File: src/rtl/clock_pkg.sv
// Shared definitions for the clock design: rx parser state encodings, frame
// header bytes, error codes and the calendar helper used for day checks.
package clock_pkg;

  typedef enum logic [2:0] {
    S_IDLE    = 3'b000,
    S_T_MONTH = 3'b001,
    S_T_DAY   = 3'b010,
    S_T_HOUR  = 3'b011,
    S_T_MIN   = 3'b100,
    S_T_SEC   = 3'b101,
    S_A_HOUR  = 3'b110,
    S_A_MIN   = 3'b111
  } rx_state_e;

  localparam logic [7:0] HDR_TIME  = 8'hAA;
  localparam logic [7:0] HDR_ALARM = 8'hBB;

  typedef enum logic [1:0] {
    ERR_NONE    = 2'b00,
    ERR_RANGE   = 2'b01,
    ERR_TIMEOUT = 2'b10
  } err_code_e;

  typedef struct packed {
    logic [3:0] month;
    logic [4:0] day;
    logic [4:0] hour;
    logic [5:0] min;
    logic [5:0] sec;
  } time_t;

  // Staging holds every field except seconds, which commit straight from the last byte.
  typedef struct packed {
    logic [3:0] month;
    logic [4:0] day;
    logic [4:0] hour;
    logic [5:0] min;
  } stage_t;

  // February always admits the 29th; the parser has no notion of year.
  function automatic logic [4:0] days_in_month(input logic [3:0] month);
    case (month)
      4'd2:                      return 5'd29;
      4'd4, 4'd6, 4'd9, 4'd11:   return 5'd30;
      default:                   return 5'd31;
    endcase
  endfunction

endpackage

File: src/rtl/frame_timer.sv
// Inter-byte watchdog: reloads on clear, counts down while run is high and
// flags expired for one cycle when the terminal count is reached.
module frame_timer #(
  parameter int unsigned CYCLES = 500_000
) (
  input  logic clk,
  input  logic rst_n,
  input  logic clear,
  input  logic run,
  output logic expired
);

  localparam int unsigned W = (CYCLES > 1) ? $clog2(CYCLES) : 1;
  localparam logic [W-1:0] LOAD = W'(CYCLES - 1);

  // Holds cycles remaining, so the reload value corresponds to zero elapsed.
  logic [W-1:0] cnt_q, cnt_d;

  // NOTE: every signal written here gets a default first so no latch is inferred.
  always_comb begin
    cnt_d   = cnt_q;
    expired = 1'b0;
    if (clear) begin
      cnt_d = LOAD;
    end else if (run) begin
      if (cnt_q == '0) expired = 1'b1;
      else             cnt_d   = cnt_q - W'(1);
    end
  end

  // NOTE: state updates use non-blocking assignments so all flops sample together.
  always_ff @(posedge clk or negedge rst_n) begin
    if (!rst_n) cnt_q <= LOAD;
    else        cnt_q <= cnt_d;
  end

endmodule

File: src/rtl/uart_cmd_parser.sv
// Decodes time-set (AA mm dd hh mi ss) and alarm-set (BB hh mi) frames from the
// UART byte stream, range-checks each field and emits registered commit pulses.
module uart_cmd_parser
  import clock_pkg::*;
#(
  parameter int unsigned CLK_FREQ   = 100_000_000,
  parameter int unsigned TIMEOUT_MS = 5
) (
  input  logic       clk,
  input  logic       rst,
  input  logic [7:0] rx_data,
  input  logic       rx_valid,
  output logic       time_load,
  output logic [3:0] month,
  output logic [4:0] day,
  output logic [4:0] hour,
  output logic [5:0] min,
  output logic [5:0] sec,
  output logic       alarm_load,
  output logic [4:0] alarm_hour,
  output logic [5:0] alarm_min,
  output logic       frame_err,
  output logic [1:0] err_code,
  output logic       busy
);

  localparam int unsigned TIMEOUT_CYCLES = CLK_FREQ / 1000 * TIMEOUT_MS;

  rx_state_e  state_q, state_d;
  stage_t     stg_q, stg_d;
  time_t      time_q, time_d;
  logic [4:0] alarm_hour_q, alarm_hour_d;
  logic [5:0] alarm_min_q, alarm_min_d;
  logic       time_load_q, time_load_d;
  logic       alarm_load_q, alarm_load_d;
  logic       frame_err_q, frame_err_d;
  err_code_e  err_code_q, err_code_d;
  logic       field_ok;
  logic       expired;

  frame_timer #(.CYCLES(TIMEOUT_CYCLES)) u_frame_timer (
    .clk     (clk),
    .rst_n   (rst),
    .clear   (rx_valid),
    .run     (state_q != S_IDLE),
    .expired (expired)
  );

  // Range check on the full byte, before truncation to the field width.
  always_comb begin
    field_ok = 1'b0;
    case (state_q)
      S_T_MONTH:           field_ok = (rx_data >= 8'd1) && (rx_data <= 8'd12);
      S_T_DAY:             field_ok = (rx_data >= 8'd1) &&
                                      (rx_data <= {3'b000, days_in_month(stg_q.month)});
      S_T_HOUR, S_A_HOUR:  field_ok = (rx_data <= 8'd23);
      S_T_MIN, S_T_SEC,
      S_A_MIN:             field_ok = (rx_data <= 8'd59);
      default:             field_ok = 1'b0;
    endcase
  end

  always_comb begin
    state_d      = state_q;
    stg_d        = stg_q;
    time_d       = time_q;
    alarm_hour_d = alarm_hour_q;
    alarm_min_d  = alarm_min_q;
    time_load_d  = 1'b0;
    alarm_load_d = 1'b0;
    frame_err_d  = 1'b0;
    err_code_d   = err_code_q;

    if (rx_valid) begin
      if (state_q == S_IDLE) begin
        if (rx_data == HDR_TIME)       state_d = S_T_MONTH;
        else if (rx_data == HDR_ALARM) state_d = S_A_HOUR;
      end else if (field_ok) begin
        case (state_q)
          S_T_MONTH: begin stg_d.month = rx_data[3:0]; state_d = S_T_DAY;  end
          S_T_DAY:   begin stg_d.day   = rx_data[4:0]; state_d = S_T_HOUR; end
          S_T_HOUR:  begin stg_d.hour  = rx_data[4:0]; state_d = S_T_MIN;  end
          S_T_MIN:   begin stg_d.min   = rx_data[5:0]; state_d = S_T_SEC;  end
          S_T_SEC: begin
            time_d      = '{month: stg_q.month, day: stg_q.day, hour: stg_q.hour,
                            min: stg_q.min, sec: rx_data[5:0]};
            time_load_d = 1'b1;
            state_d     = S_IDLE;
          end
          S_A_HOUR:  begin stg_d.hour  = rx_data[4:0]; state_d = S_A_MIN;  end
          S_A_MIN: begin
            alarm_hour_d = stg_q.hour;
            alarm_min_d  = rx_data[5:0];
            alarm_load_d = 1'b1;
            state_d      = S_IDLE;
          end
          default: state_d = S_IDLE;
        endcase
      end else begin
        // A header byte can never pass a field check, so treat it as the start of a new frame.
        frame_err_d = 1'b1;
        err_code_d  = ERR_RANGE;
        if (rx_data == HDR_TIME)       state_d = S_T_MONTH;
        else if (rx_data == HDR_ALARM) state_d = S_A_HOUR;
        else                           state_d = S_IDLE;
      end
    end else if (expired) begin
      state_d     = S_IDLE;
      frame_err_d = 1'b1;
      err_code_d  = ERR_TIMEOUT;
    end
  end

  always_ff @(posedge clk or negedge rst) begin
    if (!rst) begin
      state_q      <= S_IDLE;
      stg_q        <= '0;
      time_q       <= '0;
      alarm_hour_q <= '0;
      alarm_min_q  <= '0;
      time_load_q  <= 1'b0;
      alarm_load_q <= 1'b0;
      frame_err_q  <= 1'b0;
      err_code_q   <= ERR_NONE;
    end else begin
      state_q      <= state_d;
      stg_q        <= stg_d;
      time_q       <= time_d;
      alarm_hour_q <= alarm_hour_d;
      alarm_min_q  <= alarm_min_d;
      time_load_q  <= time_load_d;
      alarm_load_q <= alarm_load_d;
      frame_err_q  <= frame_err_d;
      err_code_q   <= err_code_d;
    end
  end

  assign time_load  = time_load_q;
  assign month      = time_q.month;
  assign day        = time_q.day;
  assign hour       = time_q.hour;
  assign min        = time_q.min;
  assign sec        = time_q.sec;
  assign alarm_load = alarm_load_q;
  assign alarm_hour = alarm_hour_q;
  assign alarm_min  = alarm_min_q;
  assign frame_err  = frame_err_q;
  assign err_code   = err_code_q;
  assign busy       = (state_q != S_IDLE);

endmodule

File: config.mk
export PLATFORM = sky130hd
export DESIGN_NAME = uart_cmd_parser
export DESIGN_NICKNAME = d
export VERILOG_FILES = /design/src/rtl/clock_pkg.sv /design/src/rtl/frame_timer.sv /design/src/rtl/uart_cmd_parser.sv
export SDC_FILE = /design/constraint.sdc
export NUM_CORES = 1
export LEC_CHECK = 0
export CORE_ASPECT_RATIO = 1.2
export CORE_MARGIN = 10
export CORE_UTILIZATION = 55
export CTS_CLUSTER_SIZE = 24
export DETAILED_ROUTE_END_ITERATION = 7
export PLACE_DENSITY = 0.81
export SYNTH_ARGS = -nofsm -noshare
export SYNTH_HDL_FRONTEND = slang
export SYNTH_HIERARCHICAL = 1
export SYNTH_SLANG_ARGS = --single-unit
File: constraint.sdc
create_clock -name clk -period 5.72 [get_ports clk]
set_clock_uncertainty 0.15 [all_clocks]
set_input_delay 1.43 -clock clk [delete_from_list [all_inputs] [get_ports clk]]
set_output_delay 1.43 -clock clk [all_outputs]
set_load 0.03 [all_outputs]
==> flow_summary.json, run 1 <==
{
  "synthMuxAreaShare": 0.186,
  "clock_latency_ns": 0.36,
  "startpoint_type": "input port",
  "synth_top_family_by_area": "multiplexers",
  "cp_slowest_cell": "clkdlybuf4s50_1",
  "setup_viol": 0,
  "coreArea_um2": 7190,
  "path_buf_inv": 1,
  "num_antenna_cells": 0,
  "postPlaceCellArea_um2": 4570,
  "cts_buffers": 9,
  "cts_tree": "done",
  "track_usage": 0.153,
  "setup_tns_ns": 0,
  "io_buffers": 53,
  "worst_slew_pin_slew_ns": 1.03,
  "cts_root_buffer": "clkbuf_8",
  "drt_iter0_markers": 190,
  "period_share": 0.667,
  "hold_viol": 0,
  "firstDrtPassIters": 4,
  "antenna_left": 0,
  "ir_worst_vdd_mv": 0.125,
  "path_cells": "clkdlybuf4s50_1, ha_1, nor2b_1, o2111ai_1, a31oi_4, nor4_4, mux2_2",
  "synth-simple-area-share": 0.169,
  "synth_edf_count": 0,
  "cp.arrival_ns": 3.90,
  "antenna_found_initial": 0,
  "fp.dieW_um": 97.9,
  "cts_buffer_depth": 2,
  "hold_slack_ns": 0.342,
  "grt_max_degree": 85,
  "start_util": 0.558,
  "gp_congestion": 0.794,
  "layout.cells.non_filler": 466,
  "fill_cells": 533,
  "areaGrowthSynthToFinish_pct": 19.1,
  "io-pin-count": 54,
  "netlist_area_um2": 4010,
  "r2r_setup_slack_ns": 2.68,
  "min_period_ns": 3.82,
  "cts_htree_levels": 3,
  "r2r_start": "state_q[1]",
  "synthXorXnorAreaFrac": 0.00437,
  "p_total_mw": 1.09,
  "ys_async_sr_fraction": 1.00,
  "cts_resized": 0,
  "via_per_inst": 5.93,
  "max_freq_mhz": 262,
  "cts_hold_buf": 0,
  "cp_slowest_stage_delay_ns": 0.68,
  "yosysSeqAreaShare": 0.528,
  "cts_setup_buffers": 0,
  "nets": 385,
  "die_h_um": 114,
  "synth_cell_types": 55,
  "avgRoutedWirePerCell_um": 18.1,
  "remaining_drc_errors": 0,
  "synth_compound_area_frac": 0.0746,
  "row_count": 34,
  "max_cap_violations": 0,
  "grt_pass1_vias": 2832,
  "ys_ff_latch": 84,
  "synth_fa_ha_area_frac": 0.00936,
  "syn_inst": 322,
  "dpl.hpwl_um": 5830,
  "cts.sinks": 84,
  "vias": 2762,
  "ys.flop_type": "dfrtp_1",
  "relSlewSlack": 0.313,
  "wl_um": 8450,
  "hold_class": "flip-flop to flip-flop",
  "dp_cells": 450,
  "timing.final.ws_setup_ns": 1.90,
  "status": "finished clean",
  "p_leak_nw": 2.12,
  "holdPathEnd": "hour[3]",
  "overflow": 0,
  "dp_slack_ns": 1.56,
  "final_max_slew_viol_count": 0,
  "cp_top_family": "buffers and inverters",
  "worstPathRequired_ns": 5.81,
  "dieArea_um2": 11100,
  "clk_pin_slew_worst_paths_ns": 0.09,
  "design_area_um2": 4770,
  "syn_avg_cell_area_um2": 12.4,
  "timing.rr.end": "u_frame_timer/cnt_q[9]",
  "min_from": "hour[3]",
  "drive_gt1_frac": 0.269,
  "worstRegToRegCells": 5,
  "power.density_nw_per_um2": 228,
  "final_core_util": 0.664,
  "rsz0062_at_grt": "no",
  "yosysWarnings": 6,
  "grt_pass1_wl_um": 14100,
  "hold_depth": 1,
  "crit_type": "input port to flip-flop",
  "cp-end-kind": "flip-flop",
  "synth_fp_nets": 336,
  "path_max_fanout": 9
}
-- synthesized netlist by cell type (4+ instances only) --
master	number	share of area
dfrtp_1	73	0.46
mux2_2	56	0.16
nor2_1	24	0.022
nor2b_1	18	0.028
nand2_1	14	0.013
a21oi_1	12	0.015
dfstp_2	11	0.072
buf_2	7	0.0087
clkbuf_1	6	0.0056
mux2i_1	6	0.015
inv_1	5	0.0047
mux2_1	5	0.014
nor4_4	5	0.027
or3_1	5	0.0078
nand3_1	4	0.0050
nor3_1	4	0.0050
o21ai_0	4	0.0050
or4_1	4	0.0075
-- cells in the final DEF, fill, tap and decap left out, types with 5 or more instances in the layout --
cell type,instances
dfstp_2,11
or3_1,5
nor2_1,24
nor2b_1,18
clkdlybuf4s50_1,52
dfrtp_1,73
nand2_1,14
mux2_2,56
mux2_1,5
inv_1,5
mux2i_1,6
clkbuf_8,9
nor4_4,5
a21oi_1,12
-- cell families (layout without fill, tap and decap cells) --
logic type                 after synthesis  in the layout
AOI/OAI and AO/OA                       40             40
and+or+nand+nor                        104            104
muxes                                   67             67
DFF                                     84             84
adders and majority gates                3              3
xor gates and xnor gates                 2              2
buffers and inverters                   22             76
-- final cells by class --
class,count,area (um2),share of cell area
multi-input cells,216,1780,0.374
repair buffers,55,543,0.114
clock buffers,10,128,0.0267
well taps,90,113,0.0236
flip-flops and latches,84,2120,0.443
clock inverters,6,71.3,0.0149
inverters,5,18.8,0.00393
-- per-layer routing --
metal,track usage,part of all wire,vias up
li1,-,-,1272
met1,0.175,0.42,1409
met2,0.267,0.51,68
met3,0.0339,0.053,13
met4,0.0670,0.019,0
met5,0,0,-
-- power breakdown --
part | switching [mW] | internal [mW] | leakage (nW) | total [mW]
Sequential | 0.00222 | 0.597 | 1.13 | 0.600
Combinational | 0.0421 | 0.0194 | 0.893 | 0.0615
Clock | 0.222 | 0.206 | 0.0935 | 0.428
Total | 0.266 | 0.822 | 2.12 | 1.09
-- sequential cells by signal, indices dropped and copies added (netlist names) --
register	cells
stg_q	20
min	6
hour	5
alarm_hour	5
alarm_load	1
sec	6
state_q	3
frame_err	1
day	5
alarm_min	6
err_code	2
u_frame_timer/cnt_q	19
time_load	1
month	4
-- how the worst max path moves through the flow --
stage               startpoint         to  slack, ns  depth (start not counted)
finish              rx_data[1]  stg_q[10]       1.90                          7
global route        rx_data[1]   stg_q[7]       1.76                          7
CTS                 rx_data[1]  stg_q[10]       1.91                          7
detailed placement  rx_data[1]   stg_q[9]       1.56                          7
global placement    rx_data[1]  stg_q[15]       1.59                          7
floorplan           rx_data[0]  stg_q[12]       2.31                          8
(Power assumes the default switching activity.)
==> inputs of run 2 (changes only) <==
==> constraint.sdc (replaced) <==
create_clock -name clk -period 3.9 [get_ports clk]
set_clock_uncertainty 0.15 [all_clocks]
set_input_delay 0.975 -clock clk [delete_from_list [all_inputs] [get_ports clk]]
set_output_delay 0.975 -clock clk [all_outputs]
set_load 0.03 [all_outputs]
==> flow_summary.json, run 2 (synthesized netlist as in run 1, its figures left out) <==
{
  "status": "finished clean",
  "nets": 390,
  "grt_pass1_vias": 2826,
  "startpoint_type": "flip-flop",
  "io_buffers": 53,
  "setup_tns_ns": 0,
  "dpl.hpwl_um": 5860,
  "top_regs": "stg_q (20), u_frame_timer/cnt_q (19)",
  "start_util": 0.558,
  "p_total_mw": 1.52,
  "final_core_util": 0.666,
  "cp_slowest_cell": "clkdlybuf4s50_1",
  "use_met3": 0.0405,
  "ir_worst_vdd_mv": 0.233,
  "final_max_slew_viol_count": 0,
  "regMostFlops": "stg_q",
  "largest_register_ff_count": 20,
  "dp_cells": 455,
  "vias": 2761,
  "antenna_found_initial": 0,
  "areaGrowthSynthToFinish_pct": 19.4,
  "io-pin-count": 54,
  "drive_gt1_frac": 0.278,
  "path_buf_inv": 1,
  "p_leak_nw": 2.12,
  "drt_iter0_markers": 162,
  "via_per_inst": 5.86,
  "dieArea_um2": 11100,
  "cts_buffers": 9,
  "crit_type": "flip-flop to output pin",
  "grt_max_degree": 85,
  "cts_resized": 0,
  "grt_pass1_wl_um": 14300,
  "path_cells": "or3_1, clkdlybuf4s50_1",
  "clk_pin_slew_worst_paths_ns": 0.09,
  "rsz0062_at_grt": "no",
  "cts_tree": "done",
  "cp_slowest_stage_delay_ns": 0.75,
  "cp-end-kind": "output pin",
  "clock_latency_ns": 0.35,
  "min_period_ns": 3.32,
  "remaining_drc_errors": 0,
  "relSlewSlack": 0.314,
  "power.density_nw_per_um2": 319,
  "path_max_fanout": 14,
  "firstDrtPassIters": 4,
  "setup_viol": 0,
  "cts_setup_buffers": 0,
  "wl_um": 8260,
  "coreArea_um2": 7190,
  "hold_viol": 0,
  "worstPathRequired_ns": 2.77,
  "max_freq_mhz": 301,
  "gr-usage-met2": 0.268,
  "die_h_um": 114,
  "busiest_layer": "met2",
  "mostFrequentLayoutCell": "dfrtp_1",
  "fp.dieW_um": 97.9,
  "use_met1": 0.179,
  "cts_htree_levels": 3,
  "cp.arrival_ns": 2.19,
  "mostFrequentLayoutCells": "73 x dfrtp_1, 56 x mux2_2, 52 x clkdlybuf4s50_1, 24 x nor2_1, 18 x nor2b_1",
  "overflow": 0,
  "cts_hold_buf": 0,
  "avgRoutedWirePerCell_um": 17.5,
  "period_share": 0.851,
  "num_antenna_cells": 0,
  "row_count": 34,
  "layout.cells.non_filler": 471,
  "hold_class": "flip-flop to flip-flop",
  "cts_root_buffer": "clkbuf_8",
  "track_usage": 0.153,
  "cp_top_family": "buffers and inverters",
  "gp_congestion": 0.815,
  "cts.sinks": 84,
  "antenna_left": 0,
  "max_cap_violations": 0,
  "cts_buffer_depth": 2,
  "worst_slew_pin_slew_ns": 1.03
}
run 2: cell count changes in the layout (fill, tap and decap cells not counted):
cell	before	now
clkinv_4	1	0
bufinv_16	1	0
buf_4	3	8
clkinvlp_4	2	4
run 2: final cells by class:
type	instances	area (um2)
flip-flops and latches	84	2120
repair buffers	60	581
clock inverters	6	47.5
fillers	559	2400
clock buffers	10	128
multi-input cells	216	1780
well taps	90	113
inverters	5	18.8
run 2: stage by stage:
stage | hold slack [ns] | setup WS (ns) | instance area (um2)
final | 0.343 | 0.582 | 4790
after global placement | 0.315 | 0.447 | 4610
after CTS | 0.344 | 0.546 | 4790
after detailed placement | 0.325 | 0.381 | 4610
after floorplan | 0.324 | 0.946 | 4010
after global routing | 0.351 | 0.445 | 4790
run 2: report_power, final:
group	leakage (nW)	switching (mW)	total (mW)	internal (mW)
combinational	0.917	0.0622	0.0933	0.0311
sequential	1.13	0.00329	0.879	0.876
clock	0.0755	0.317	0.552	0.236
run 2: worst register-to-register path, stage by stage (launching register included):
cell and delay (ns):
dfrtp_1 0.68, or3_1 0.41, nor4b_1 0.61, nand2_1 0.14, a2111oi_0 0.50, mux2_2 0.39
run 2: path summary, 6_finish.rpt:
path	endpoint	cells past startpoint	start	slack, ns
worst max-delay path	busy	2	state_q[1]	0.58
worst min-delay path	err_code[0]	2	err_code[0]	0.34
worst max register to register	u_frame_timer/cnt_q[9]	5	state_q[1]	0.91
worst min register to register	err_code[0]	2	err_code[0]	0.34
max in group asynchronous	u_frame_timer/cnt_q[14]	1	rst	2.27
min in group asynchronous	min[3]	1	rst	0.61
run 2: per-layer routing:
metal	up-vias	part of all wire
met5	-	0
li1	1286	-
met2	52	0.52
met1	1413	0.42
met4	0	0.013
met3	10	0.051
